<file path="config.mk">
export PLATFORM = sky130hd
export DESIGN_NAME = mem_stage
export DESIGN_NICKNAME = d
export VERILOG_FILES = /design/src/rtl/mem_stage.sv
export SDC_FILE = /design/constraint.sdc
export NUM_CORES = 1
export LEC_CHECK = 0
export ABC_AREA = 1
export CAP_MARGIN = 20
export CELL_PAD_IN_SITES_DETAIL_PLACEMENT = 0
export CELL_PAD_IN_SITES_GLOBAL_PLACEMENT = 1
export CORE_AREA = 2 2 206 208
export DETAILED_ROUTE_END_ITERATION = 16
export DIE_AREA = 0 0 208 210
export GPL_ROUTABILITY_DRIVEN = 0
export PLACE_DENSITY = 0.81
export SLEW_MARGIN = 20
export SYNTH_ARGS = -nofsm -noshare
export SYNTH_HDL_FRONTEND = slang
export SYNTH_SLANG_ARGS = --single-unit
</file>
<file path="constraint.sdc">
create_clock -name clk -period 15.02 [get_ports clk]
set_input_delay 3.004 -clock clk [delete_from_list [all_inputs] [get_ports clk]]
set_output_delay 3.004 -clock clk [all_outputs]
set_load 0.02 [all_outputs]
</file>
<file path="src/rtl/mem_stage.sv">
// mem_stage: MEM pipeline stage of the RV32 core, between EX and WB.
// Registers the EX result, performs at most one data-memory load or store over
// a req/ack bus, aligns and extends load data, flags misaligned accesses, and
// hands the result to WB through the valid/ready/flush handshake.
//
// Ports:
//   clk, reset                  clock, asynchronous active-high reset
//   valid_in / ready_out        EX -> MEM handshake (ready_out is combinational)
//   valid_out / ready_in        MEM -> WB handshake
//   flush_in / flush_out        pipeline flush, forwarded to EX unchanged
//   *_EX                        instruction fields captured from EX
//   *_MEM                       registered instruction fields presented to WB
//   dmem_*                      data-memory bus; request held until dmem_ack
module mem_stage #(
  parameter int unsigned SIDE_W = 89
) (
  input  logic              clk,
  input  logic              reset,
  input  logic              valid_in,
  output logic              ready_out,
  output logic              flush_out,
  output logic              valid_out,
  input  logic              ready_in,
  input  logic              flush_in,
  input  logic [31:0]       PC_EX,
  input  logic              rd_wena_EX,
  input  logic [5:0]        rd_addr_EX,
  input  logic [31:0]       rd_data_EX,
  input  logic [31:0]       mem_wdata_EX,
  input  logic              mem_rena_EX,
  input  logic              mem_wena_EX,
  input  logic [2:0]        mem_funct3_EX,
  input  logic              exc_pend_EX,
  input  logic [31:0]       exc_cause_EX,
  input  logic [SIDE_W-1:0] side_EX,
  output logic [31:0]       PC_MEM,
  output logic              rd_wena_MEM,
  output logic [5:0]        rd_addr_MEM,
  output logic [31:0]       rd_data_MEM,
  output logic              exc_pend_MEM,
  output logic [31:0]       exc_cause_MEM,
  output logic [SIDE_W-1:0] side_MEM,
  output logic              dmem_req,
  output logic              dmem_we,
  output logic [31:0]       dmem_addr,
  output logic [3:0]        dmem_wmask,
  output logic [31:0]       dmem_wdata,
  input  logic [31:0]       dmem_rdata,
  input  logic              dmem_ack
);

  localparam int unsigned XLEN         = 32;
  localparam int unsigned MASK_W       = 4;
  localparam logic [31:0] CAUSE_LD_MIS = 32'd4;
  localparam logic [31:0] CAUSE_ST_MIS = 32'd6;

  typedef enum logic [1:0] {
    IDLE  = 2'd0,
    BUS   = 2'd1,
    DONE  = 2'd2,
    DRAIN = 2'd3
  } state_t;

  state_t            state_q, state_d;
  logic              capture_c;
  logic              load_en_c;
  logic              ack_load_c;
  logic              is_load_q;
  logic [2:0]        funct3_q;

  logic              is_store_ex_c;
  logic              is_load_ex_c;
  logic              mem_op_ex_c;
  logic [1:0]        off_ex_c;
  logic              misal_ex_c;
  logic              exc_misal_ex_c;
  logic              go_bus_ex_c;
  logic [MASK_W-1:0] wmask_ex_c;
  logic [XLEN-1:0]   wdata_ex_c;
  logic [XLEN-1:0]   rshift_c;
  logic [XLEN-1:0]   load_data_c;

  // Handshake: capture needs a free slot and no flush in the same cycle
  assign ready_out = (state_q == IDLE) || ((state_q == DONE) && ready_in);
  assign flush_out = flush_in;
  assign capture_c = valid_in && ready_out && !flush_in;

  // EX-side decode; a simultaneous load+store request counts as a store
  assign is_store_ex_c  = mem_wena_EX;
  assign is_load_ex_c   = mem_rena_EX && !mem_wena_EX;
  assign mem_op_ex_c    = is_store_ex_c || is_load_ex_c;
  assign off_ex_c       = rd_data_EX[1:0];
  // funct3[1]=1 covers W and the reserved encodings, all handled as word
  assign misal_ex_c     = ((mem_funct3_EX[1:0] == 2'b01) && off_ex_c[0]) ||
                          (mem_funct3_EX[1] && (off_ex_c != 2'b00));
  assign exc_misal_ex_c = mem_op_ex_c && misal_ex_c;
  assign go_bus_ex_c    = mem_op_ex_c && !misal_ex_c && !exc_pend_EX;

  // Store lane enables and lane-replicated store data
  always_comb begin
    wmask_ex_c = 4'hF;
    wdata_ex_c = mem_wdata_EX;
    case (mem_funct3_EX[1:0])
      2'b00: begin
        wmask_ex_c = 4'b0001 << off_ex_c;
        wdata_ex_c = {4{mem_wdata_EX[7:0]}};
      end
      2'b01: begin
        wmask_ex_c = 4'b0011 << off_ex_c;
        wdata_ex_c = {2{mem_wdata_EX[15:0]}};
      end
      default: begin
        wmask_ex_c = 4'hF;
        wdata_ex_c = mem_wdata_EX;
      end
    endcase
  end

  // Load alignment; rd_data_MEM still holds the effective address while in BUS
  assign rshift_c = dmem_rdata >> {rd_data_MEM[1:0], 3'b000};

  always_comb begin
    load_data_c = rshift_c;
    case (funct3_q[1:0])
      2'b00:   load_data_c = funct3_q[2] ? {24'd0, rshift_c[7:0]}
                                         : {{24{rshift_c[7]}}, rshift_c[7:0]};
      2'b01:   load_data_c = funct3_q[2] ? {16'd0, rshift_c[15:0]}
                                         : {{16{rshift_c[15]}}, rshift_c[15:0]};
      default: load_data_c = rshift_c;
    endcase
  end

  // Next-state logic and per-cycle enables
  always_comb begin
    state_d    = state_q;
    load_en_c  = 1'b0;
    ack_load_c = 1'b0;
    case (state_q)
      IDLE: begin
        if (capture_c) begin
          load_en_c = 1'b1;
          state_d   = go_bus_ex_c ? BUS : DONE;
        end
      end
      BUS: begin
        // An issued access cannot be withdrawn; a flush waits it out in DRAIN
        if (flush_in) begin
          state_d = dmem_ack ? IDLE : DRAIN;
        end else if (dmem_ack) begin
          state_d    = DONE;
          ack_load_c = is_load_q;
        end
      end
      DONE: begin
        if (flush_in) begin
          state_d = IDLE;
        end else if (ready_in) begin
          if (capture_c) begin
            load_en_c = 1'b1;
            state_d   = go_bus_ex_c ? BUS : DONE;
          end else begin
            state_d = IDLE;
          end
        end
      end
      DRAIN: begin
        if (dmem_ack) state_d = IDLE;
      end
      default: state_d = IDLE;
    endcase
  end

  // State register with registered handshake/bus strobes
  always_ff @(posedge clk or posedge reset) begin
    if (reset) begin
      state_q   <= IDLE;
      valid_out <= 1'b0;
      dmem_req  <= 1'b0;
    end else begin
      state_q   <= state_d;
      valid_out <= (state_d == DONE);
      dmem_req  <= (state_d == BUS) || (state_d == DRAIN);
    end
  end

  // Pipeline register and bus command; loads overwrite rd_data on ack
  always_ff @(posedge clk or posedge reset) begin
    if (reset) begin
      PC_MEM        <= '0;
      rd_wena_MEM   <= 1'b0;
      rd_addr_MEM   <= '0;
      rd_data_MEM   <= '0;
      exc_pend_MEM  <= 1'b0;
      exc_cause_MEM <= '0;
      side_MEM      <= '0;
      is_load_q     <= 1'b0;
      funct3_q      <= '0;
      dmem_we       <= 1'b0;
      dmem_addr     <= '0;
      dmem_wmask    <= '0;
      dmem_wdata    <= '0;
    end else if (load_en_c) begin
      PC_MEM        <= PC_EX;
      rd_wena_MEM   <= rd_wena_EX;
      rd_addr_MEM   <= rd_addr_EX;
      rd_data_MEM   <= rd_data_EX;
      exc_pend_MEM  <= exc_pend_EX || exc_misal_ex_c;
      // A pending EX exception keeps its own cause
      exc_cause_MEM <= exc_pend_EX    ? exc_cause_EX :
                       exc_misal_ex_c ? (is_store_ex_c ? CAUSE_ST_MIS : CAUSE_LD_MIS) :
                                        exc_cause_EX;
      side_MEM      <= side_EX;
      is_load_q     <= is_load_ex_c;
      funct3_q      <= mem_funct3_EX;
      dmem_we       <= is_store_ex_c;
      dmem_addr     <= {rd_data_EX[31:2], 2'b00};
      dmem_wmask    <= is_store_ex_c ? wmask_ex_c : 4'hF;
      dmem_wdata    <= wdata_ex_c;
    end else if (ack_load_c) begin
      rd_data_MEM   <= load_data_c;
    end
  end

endmodule

</file>
==> qor.yml, run 1 <==
clkSlewWorstSetupHoldPaths_ns: 0.06
worstPathArrival_ns: 4.40
ys_seq_elements: 267
port_buffers: 531
dp_worst_setup_slack_ns: 7.623
postSynthAreaPerCell_sq_um: 8.300
yosys.area_share.simple_pct: 28.65
synth-main-ff-cell: "dfrtp_1"
row_count: 75
netlist_instances: 1398
fp.dieW_um: 208
fin_crit_sh_pct: 49.31
hold_class: "reg2reg"
die-area_sq_um: 43680
ioPinCount: 534
rr_startpoint: "state_q[0]"
grt_start_max_net_pins: 151
synth_xor_area_share_pct: 0.07548
fmax_mhz: 135.0
status: "finished clean"
cts.sinks: 267
placed_cells: 2396
yosys-top-cells-area: "dfrtp_1, nand2_1, nand3_1"
fin_ws_ns: 7.614
startpoint_type: "primary input"
peakVddDrop_uv: 113.5
fin_skew_ns: 0.008463
end_kind: "output port"
synth_compound_area_share_pct: 7.440
worstSkewPairLatency_ns: 0.57
maxCapViolCount: 0
synth_edf_count: 0
regToRegSetupSlack_ns: 11.40
setup_tns_ns: 0
min_from: "PC_MEM[8]"
grt_pass1_vias: 11140
vias_per_cell: 4.517
drive_gt1_share_pct: 4.548
slew_headroom_pct: 37.01
crit_type: "in2out"
wl_per_cell_um: 17.26
min_period_ns: 7.406
cts_buffers: 31
wl_um: 42340
fill_cells: 4117
vias: 11080
grt.overflow.total: 0
leakage_nw: 8.716
ys_seq_area_share_pct: 57.58
rsz0062_at_grt: "false"
die_y_um: 210
grt_pass1_wl_um: 64810
ctsLongestPathBuffers: 3
drc: 0
worstPathRequired_ns: 12.02
drtIter0Drc: 687
r2r_cells: 8
synth_top_family_by_area: "simple AND/OR/NAND/NOR gates"
tightest_slew_ns: 0.9448
hold_violations: 0
r2r-end: "rd_data_MEM[31]"
crit_end: "ready_out"
setup_viol: 0
cts_setup_buffers: 0
cts_hold_buf: 0
yosys_warnings: 0
dpl_cell_area_sq_um: 17190
synth_top_area_share_pct: 57.58
slew_viol_final: 0
synthAdderAreaFrac_pct: 0
cts_resized: 0
core_area_sq_um: 41480
yosysTopAreaCell: "dfrtp_1"
cts_tree: "done"
fin_nets: 2158
startpoint: "ready_in"
synth.distinct_cells: 30
grt_usage_pct: 18.73
ant_nets: 0
dpl.hpwl_um: 30350
synth_common_cells: "nand2_1, dfrtp_1, nor2_1, nand3_1, inv_1"
synth.most_common_cell: "nand2_1"
synthMuxAreaShare_pct: 0
critPathMaxFanout: 2
final_cells: 2453
antenna_found_initial: 1
cts-root-buf: "clkbuf_16"
async_reset_ff_share_pct: 100.0
initial_core_util_pct: 27.98
drtPass1Iterations: 7
final_cell_area_sq_um: 18280
p_per_area_nw_per_um2: 171.4
area_growth_syn_to_layout_pct: 57.55
netlist_area_sq_um: 11600
htree_num_levels: 1
## registers in the layout, indices dropped and copies added (netlist names)
register,count
exc_pend_MEM,1
exc_cause_MEM,32
dmem_wdata,32
dmem_addr,30
valid_out,1
is_load_q,1
rd_addr_MEM,6
dmem_wmask,4
side_MEM,89
rd_wena_MEM,1
state_q,2
funct3_q,3
dmem_we,1
PC_MEM,32
rd_data_MEM,32
## through the flow
stage                     hold WS (ns)  util, %  power (W)
after floorplan                 0.4562        -   0.001691
after global placement          0.4521    41.45   0.002326
after detailed placement        0.4572    41.45   0.002340
after CTS                       0.4720    44.06   0.003172
after global routing            0.4916    44.08   0.003305
final                           0.4688    44.08   0.003134
## routing by layer
layer | vias to the layer above | GRT usage (%) | routed length [um] | share of wire, %
li1 | 5356 | - | - | -
met1 | 5221 | 23.63 | 17350 | 41
met2 | 426 | 30.94 | 20200 | 48
met3 | 78 | 5.602 | 3430 | 8.1
met4 | 0 | 5.820 | 1359 | 3.2
met5 | - | 0 | 0 | 0
## cells by family (layout without fill, tap and decap cells)
logic type                count (synthesis)  after routing
buffers and inverters                   139            653
and+or+nand+nor                         841            841
DFF                                     267            267
xor gates and xnor gates                  1              1
AOI/OAI and AO/OA                       149            149
other                                     1              3
## critical path: stages
cell and delay (ns):
clkdlybuf4s50_1 0.48, inv_1 0.06, a21oi_2 0.20, clkdlybuf4s50_1 0.65
## power by group
group / switching (W) / internal (W)
Sequential: 0.000129 / 0.000937
Clock: 0.000318 / 0.000493
Combinational: 0.000694 / 0.000563
## cells in the final DEF (no fill, tap or decap), types with 2 or more instances in the layout
cell	synthesis	layout
clkbuf_16	0	31
o21ai_1	23	23
o21ai_0	42	42
inv_1	50	49
nor2_1	94	93
a2bb2oi_1	14	14
bufinv_16	0	6
clkbuf_8	0	3
buf_4	15	10
conb_1	1	2
o211ai_1	13	13
a21oi_2	4	4
nand3_2	3	2
inv_2	5	5
clkinvlp_4	0	2
or2_2	2	2
clkdlybuf4s50_1	0	531
clkinv_2	0	12
nand2_1	664	664
a21oi_1	48	48
nor2_4	2	2
dfrtp_1	267	267
o21a_1	2	2
a31oi_1	2	2
nand3_1	72	72
## layout make-up
cell class | count | area, sq um | area share, %
flip-flops and latches | 267 | 6681 | 36.55
repair buffers | 542 | 5410 | 29.59
multi-input cells | 993 | 4214 | 23.05
clock buffers | 35 | 820.8 | 4.490
well taps | 539 | 674.4 | 3.689
clock inverters | 21 | 264.0 | 1.444
inverters | 55 | 214.0 | 1.170
diodes | 1 | 2.502 | 0.01369
## how the worst min path moves through the flow
stage | to | slack (ns) | depth (start not counted)
floorplan | funct3_q[0] | 0.46 | 2
global placement | side_MEM[13] | 0.45 | 2
detailed placement | side_MEM[66] | 0.46 | 2
CTS | side_MEM[23] | 0.47 | 2
global route | PC_MEM[8] | 0.49 | 2
finish | PC_MEM[8] | 0.47 | 2
Power figures use the tool's default switching activity.
==> inputs of run 2 (changes only) <==
--- a/config.mk
+++ b/config.mk
@@ -9,11 +9,11 @@
 export CAP_MARGIN = 20
 export CELL_PAD_IN_SITES_DETAIL_PLACEMENT = 0
 export CELL_PAD_IN_SITES_GLOBAL_PLACEMENT = 1
-export CORE_AREA = 2 2 206 208
+export CORE_MARGIN = 2
+export CORE_UTILIZATION = 27
 export DETAILED_ROUTE_END_ITERATION = 16
-export DIE_AREA = 0 0 208 210
 export GPL_ROUTABILITY_DRIVEN = 0
-export PLACE_DENSITY = 0.81
+export PLACE_DENSITY = 0.82
 export SLEW_MARGIN = 20
 export SYNTH_ARGS = -nofsm -noshare
 export SYNTH_HDL_FRONTEND = slang
==> constraint.sdc (replaced) <==
create_clock -name clk -period 6.6 [get_ports clk]
set_input_delay 1.32 -clock clk [delete_from_list [all_inputs] [get_ports clk]]
set_output_delay 1.32 -clock clk [all_outputs]
set_load 0.02 [all_outputs]
==> run 2 against run 1 <==
Worst setup slack got worse by 5.1 ns. Sequential cell count did not move. Via count fell by 0.91%. Non-clock buffer count did not move. Register-to-register slack got worse by 7.2 ns. Routed wire length fell by 0.56%. Die area rose by 2.2%. Critical endpoint unchanged.
==> qor.yml, run 2 (synthesized netlist as in run 1, its figures left out) <==
grt_pass1_vias: 11160
min_from: "side_MEM[75]"
fmax_mhz: 247.0
grt.overflow.total: 0
setup_viol: 0
peakVddDrop_uv: 231.3
min_period_ns: 4.049
dpl_cell_area_sq_um: 17220
total_power_w: 0.007068
status: "finished clean"
final_cell_area_sq_um: 18300
htree_num_levels: 2
cts_setup_buffers: 0
fill_cells: 4206
maxCapViolCount: 0
die_y_um: 211.3
slew_viol_final: 0
ioPinCount: 534
initial_core_util_pct: 27.48
cts_tree: "done"
fp.dieW_um: 211.3
final_common_cell: "nand2_1"
cts.sinks: 267
wl_um: 42100
drtIter0Drc: 713
worstPathRequired_ns: 5.28
die-area_sq_um: 44650
worst_hold_slack_ns: 0.4659
clkSlewWorstSetupHoldPaths_ns: 0.05
cts_resized: 0
crit_type: "in2out"
startpoint_type: "primary input"
drive_gt1_share_pct: 4.025
fin_skew_ns: 0.01426
grt_pass1_wl_um: 64080
antenna_found_initial: 2
dpl.hpwl_um: 30100
tightest_slew_ns: 1.014
fin_nets: 2161
drc: 0
worstSkewPairLatency_ns: 0.52
ant_nets: 0
vias: 10980
port_buffers: 531
worstPathArrival_ns: 2.73
top_register: "side_MEM"
p_per_area_nw_per_um2: 386.3
grt_start_max_net_pins: 140
placed_cells: 2395
regToRegSetupSlack_ns: 4.18
final_cell_mix: "nand2_1, clkdlybuf4s50_1, dfrtp_1"
ctsLongestPathBuffers: 3
startpoint: "ready_in"
rsz0062_at_grt: "false"
leakage_nw: 8.701
core_area_sq_um: 42230
cts-root-buf: "clkbuf_16"
grt_usage_pct: 18.49
hold_class: "reg2reg"
end_kind: "output port"
drtPass1Iterations: 5
area_growth_syn_to_layout_pct: 57.68
final_cells: 2454
fin_crit_sh_pct: 61.35
wl_per_cell_um: 17.16
largest_reg_flops: 89
slew_headroom_pct: 32.41
critPathMaxFanout: 2
hold_violations: 0
rr_startpoint: "rd_data_MEM[1]"
vias_per_cell: 4.474
setup_tns_ns: 0
cts_buffers: 34
row_count: 75
cts_hold_buf: 0
==> run 2: cell types whose count changed in the layout (fill, tap and decap cells not counted) <==
cell | previous run | this run
clkbuf_16 | 31 | 35
diode_2 | 1 | 2
clkbuf_1 | 1 | 11
buf_4 | 10 | 6
buf_12 | 1 | 4
clkbuf_8 | 3 | 5
clkinvlp_4 | 2 | 1
inv_6 | 0 | 1
buf_16 | 0 | 1
bufinv_16 | 6 | 1
inv_8 | 1 | 0
clkinv_2 | 12 | 2
==> run 2: per-layer routing <==
metal | vias to the layer above | share of wire, % | wire [um] | track usage [%]
li1 | 5369 | - | - | -
met1 | 5135 | 41 | 17150 | 22.16
met2 | 403 | 48 | 20210 | 31.07
met3 | 73 | 8.0 | 3366 | 5.622
met4 | 0 | 3.3 | 1379 | 7.261
met5 | - | 0 | 0 | 0
==> run 2: power breakdown <==
part | switching [W] | internal (W) | leakage, nW | total, W
Sequential | 0.000285 | 0.00213 | 3.27 | 0.00242
Clock | 0.000712 | 0.00107 | 0.511 | 0.00178
Combinational | 0.00158 | 0.00129 | 4.92 | 0.00287
Total | 0.00258 | 0.00449 | 8.70 | 0.00707
==> run 2: final cells by class <==
| class | instances | area [sq um] | area share, % |
|---|---|---|---|
| inverters | 55 | 210.2 | 1.149 |
| multi-input cells | 993 | 4214 | 23.03 |
| repair buffers | 542 | 5468 | 29.88 |
| clock buffers | 51 | 985.9 | 5.389 |
| flip-flops and latches | 267 | 6681 | 36.52 |
| diodes | 2 | 5.005 | 0.02735 |
| clock inverters | 5 | 57.56 | 0.3146 |
| well taps | 539 | 674.4 | 3.686 |
==> run 2: path summary, 6_finish.rpt <==
check,endpoint,cells after the start
min in group asynchronous,PC_MEM[21],2
max in group asynchronous,side_MEM[19],3
min reg2reg,side_MEM[75],2
max reg2reg,rd_data_MEM[29],6
max,ready_out,4
min,side_MEM[75],2
==> run 2: worst max-delay path: stages <==
cell and delay [ns]:
clkdlybuf4s50_1 0.47, inv_1 0.06, a21oi_2 0.19, clkdlybuf4s50_1 0.68
==> run 2: per-stage QoR <==
step                setup WS (ns)  util, %
finish                      2.551    43.33
detailed placement          2.547    40.77
floorplan                   1.755        -
global route                2.485    43.33
CTS                         2.546    43.24
global placement            2.538    40.77
==> inputs of run 3 (changes only) <==
--- a/config.mk
+++ b/config.mk
@@ -9,11 +9,11 @@
 export CAP_MARGIN = 20
 export CELL_PAD_IN_SITES_DETAIL_PLACEMENT = 0
 export CELL_PAD_IN_SITES_GLOBAL_PLACEMENT = 1
-export CORE_MARGIN = 2
-export CORE_UTILIZATION = 27
+export CORE_AREA = 2 2 210 212
 export DETAILED_ROUTE_END_ITERATION = 16
+export DIE_AREA = 0 0 212 214
 export GPL_ROUTABILITY_DRIVEN = 0
-export PLACE_DENSITY = 0.82
+export PLACE_DENSITY = 0.79
 export SLEW_MARGIN = 20
 export SYNTH_ARGS = -nofsm -noshare
 export SYNTH_HDL_FRONTEND = slang
==> constraint.sdc (replaced) <==
create_clock -name clk -period 4.2 [get_ports clk]
set_input_delay 0.84 -clock clk [delete_from_list [all_inputs] [get_ports clk]]
set_output_delay 0.84 -clock clk [all_outputs]
set_load 0.02 [all_outputs]
==> run 3 against run 2 <==
Sequential share of layout area down 0.35 points. Via count up 0.13%. Highest routed layer unchanged. Combinational power up 56%. Power up 60%. Clock-buffer cell count up 4. Sequential power up 58%.
==> qor.yml, run 3 (synthesized netlist as in run 1, its figures left out) <==
p_per_area_nw_per_um2: 612.8
crit_top_cell: "clkdlybuf4s50_1"
slew_viol_final: 0
fin_crit_sh_pct: 75.04
dpl.hpwl_um: 30750
drc: 0
hold_class: "reg2reg"
cts-root-buf: "clkbuf_16"
rsz0062_at_grt: "false"
final_common_cell: "nand2_1"
placed_cells: 2443
startpoint_type: "primary input"
path_cells: "clkdlybuf4s50_1, inv_1, a21oi_2, clkdlybuf4s50_1"
swShare_pct: 36.00
power_frac_comb_pct: 39.6
wl_um: 43080
drtPass1Iterations: 5
worst_hold_slack_ns: 0.4648
status: "finished clean"
final_cell_mix: "nand2_1, clkdlybuf4s50_1, dfrtp_1"
fin_util_pct: 43.08
fin_nets: 2163
cts_resized: 0
p_switching_w: 0.004076
pwr-share-clk_pct: 26.6
area_growth_syn_to_layout_pct: 59.22
vias_per_cell: 4.389
setup_tns_ns: 0
wl_met3_um: 3877
grt_pass1_vias: 11050
end_kind: "output port"
cts_setup_buffers: 0
min_period_ns: 3.152
pwr-share-seq_pct: 33.9
antenna_found_initial: 3
grt_start_max_net_pins: 219
htree_num_levels: 2
fmax_mhz: 317.3
worstPathArrival_ns: 2.31
grt_pass1_wl_um: 66170
wl_met1_um: 17750
maxCapViolCount: 0
peakVddDrop_uv: 364.5
cts.sinks: 267
initial_core_util_pct: 27.06
drtIter0Drc: 699
hold_violations: 0
leakage_nw: 8.765
die-area_sq_um: 45370
die_y_um: 214
clkSlewWorstSetupHoldPaths_ns: 0.05
critPathMaxFanout: 2
total_power_w: 0.01132
ant_nets: 0
ctsLongestPathBuffers: 3
row_count: 76
port_buffers: 531
dr_wl_met2_um: 20490
setup_viol: 0
highest_layer: "met4"
worstSkewPairLatency_ns: 0.53
core_area_sq_um: 42890
worstPathRequired_ns: 3.36
wl_per_cell_um: 17.20
drive_gt1_share_pct: 4.434
top_register: "side_MEM"
vias: 10990
crit_type: "in2out"
critPathSlowestCell: "clkdlybuf4s50_1"
cts_tree: "done"
fin_skew_ns: 0.02575
cts_hold_buf: 0
largest_reg_flops: 89
grt_usage_pct: 18.75
grt.overflow.total: 0
cts_buffers: 35
final_cells: 2505
fp.dieW_um: 212
tightest_slew_ns: 1.122
crit_path_max_incr_delay_ns: 0.70
intPower_w: 0.007245
ioPinCount: 534
slew_headroom_pct: 25.19
## run 3: cell types whose count changed in the layout (fill, tap and decap cells not counted), sizes merged
cell / delta
clkbuf: +4
diode: +1
inv: -1
clkinvlp: +1
clkinv: -1
buf: +1
## run 3: metal layers
layer / vias to the layer above / GRT usage [%]
met4: 0 / 5.305
li1: 5374 / -
met1: 5152 / 22.93
met5: - / 0
met2: 411 / 30.90
met3: 57 / 6.861
## run 3: critical path: cells and delay by family
| family | cells | cell delay [ns] |
|---|---|---|
| buf+inv | 3 | 1.26 |
| compound gates | 1 | 0.20 |
## run 3: power groups by stage
stage               sequential, W  combinational, W  clock (W)
global placement          0.00383           0.00451          0
floorplan                 0.00476           0.00129          0
detailed placement        0.00386           0.00453          0
global route              0.00394           0.00482    0.00322
finish                    0.00383           0.00448    0.00301
CTS                       0.00384           0.00454    0.00311
## run 3: stage by stage
stage	worst slack [ns]	instance area, sq um
2_1_floorplan	-0.1655	11610
3_3_place_gp	1.071	17300
3_5_place_dp	1.043	17300
4_1_cts	1.042	18470
5_1_grt	1.003	18470
6_report	1.048	18480
## run 3: area by class of cell
| type | instances | area, sq um |
|---|---|---|
| well taps | 585 | 732.0 |
| clock inverters | 4 | 51.30 |
| flip-flops and latches | 267 | 6681 |
| fillers | 4217 | 24410 |
| inverters | 55 | 210.2 |
| clock buffers | 55 | 1114 |
| diodes | 3 | 7.507 |
| multi-input cells | 993 | 4212 |
| repair buffers | 543 | 5468 |
## run 3: path summary, 6_finish.rpt
path | to | depth (start not counted) | slack, ns | start
setup / recovery | ready_out | 4 | 1.05 | ready_in
hold / removal | PC_MEM[27] | 2 | 0.46 | PC_MEM[27]
setup reg to reg | rd_data_MEM[24] | 7 | 1.69 | rd_data_MEM[0]
hold reg to reg | PC_MEM[27] | 2 | 0.46 | PC_MEM[27]
max in group asynchronous | dmem_addr[28] | 3 | 2.60 | reset
min in group asynchronous | PC_MEM[11] | 2 | 0.66 | reset
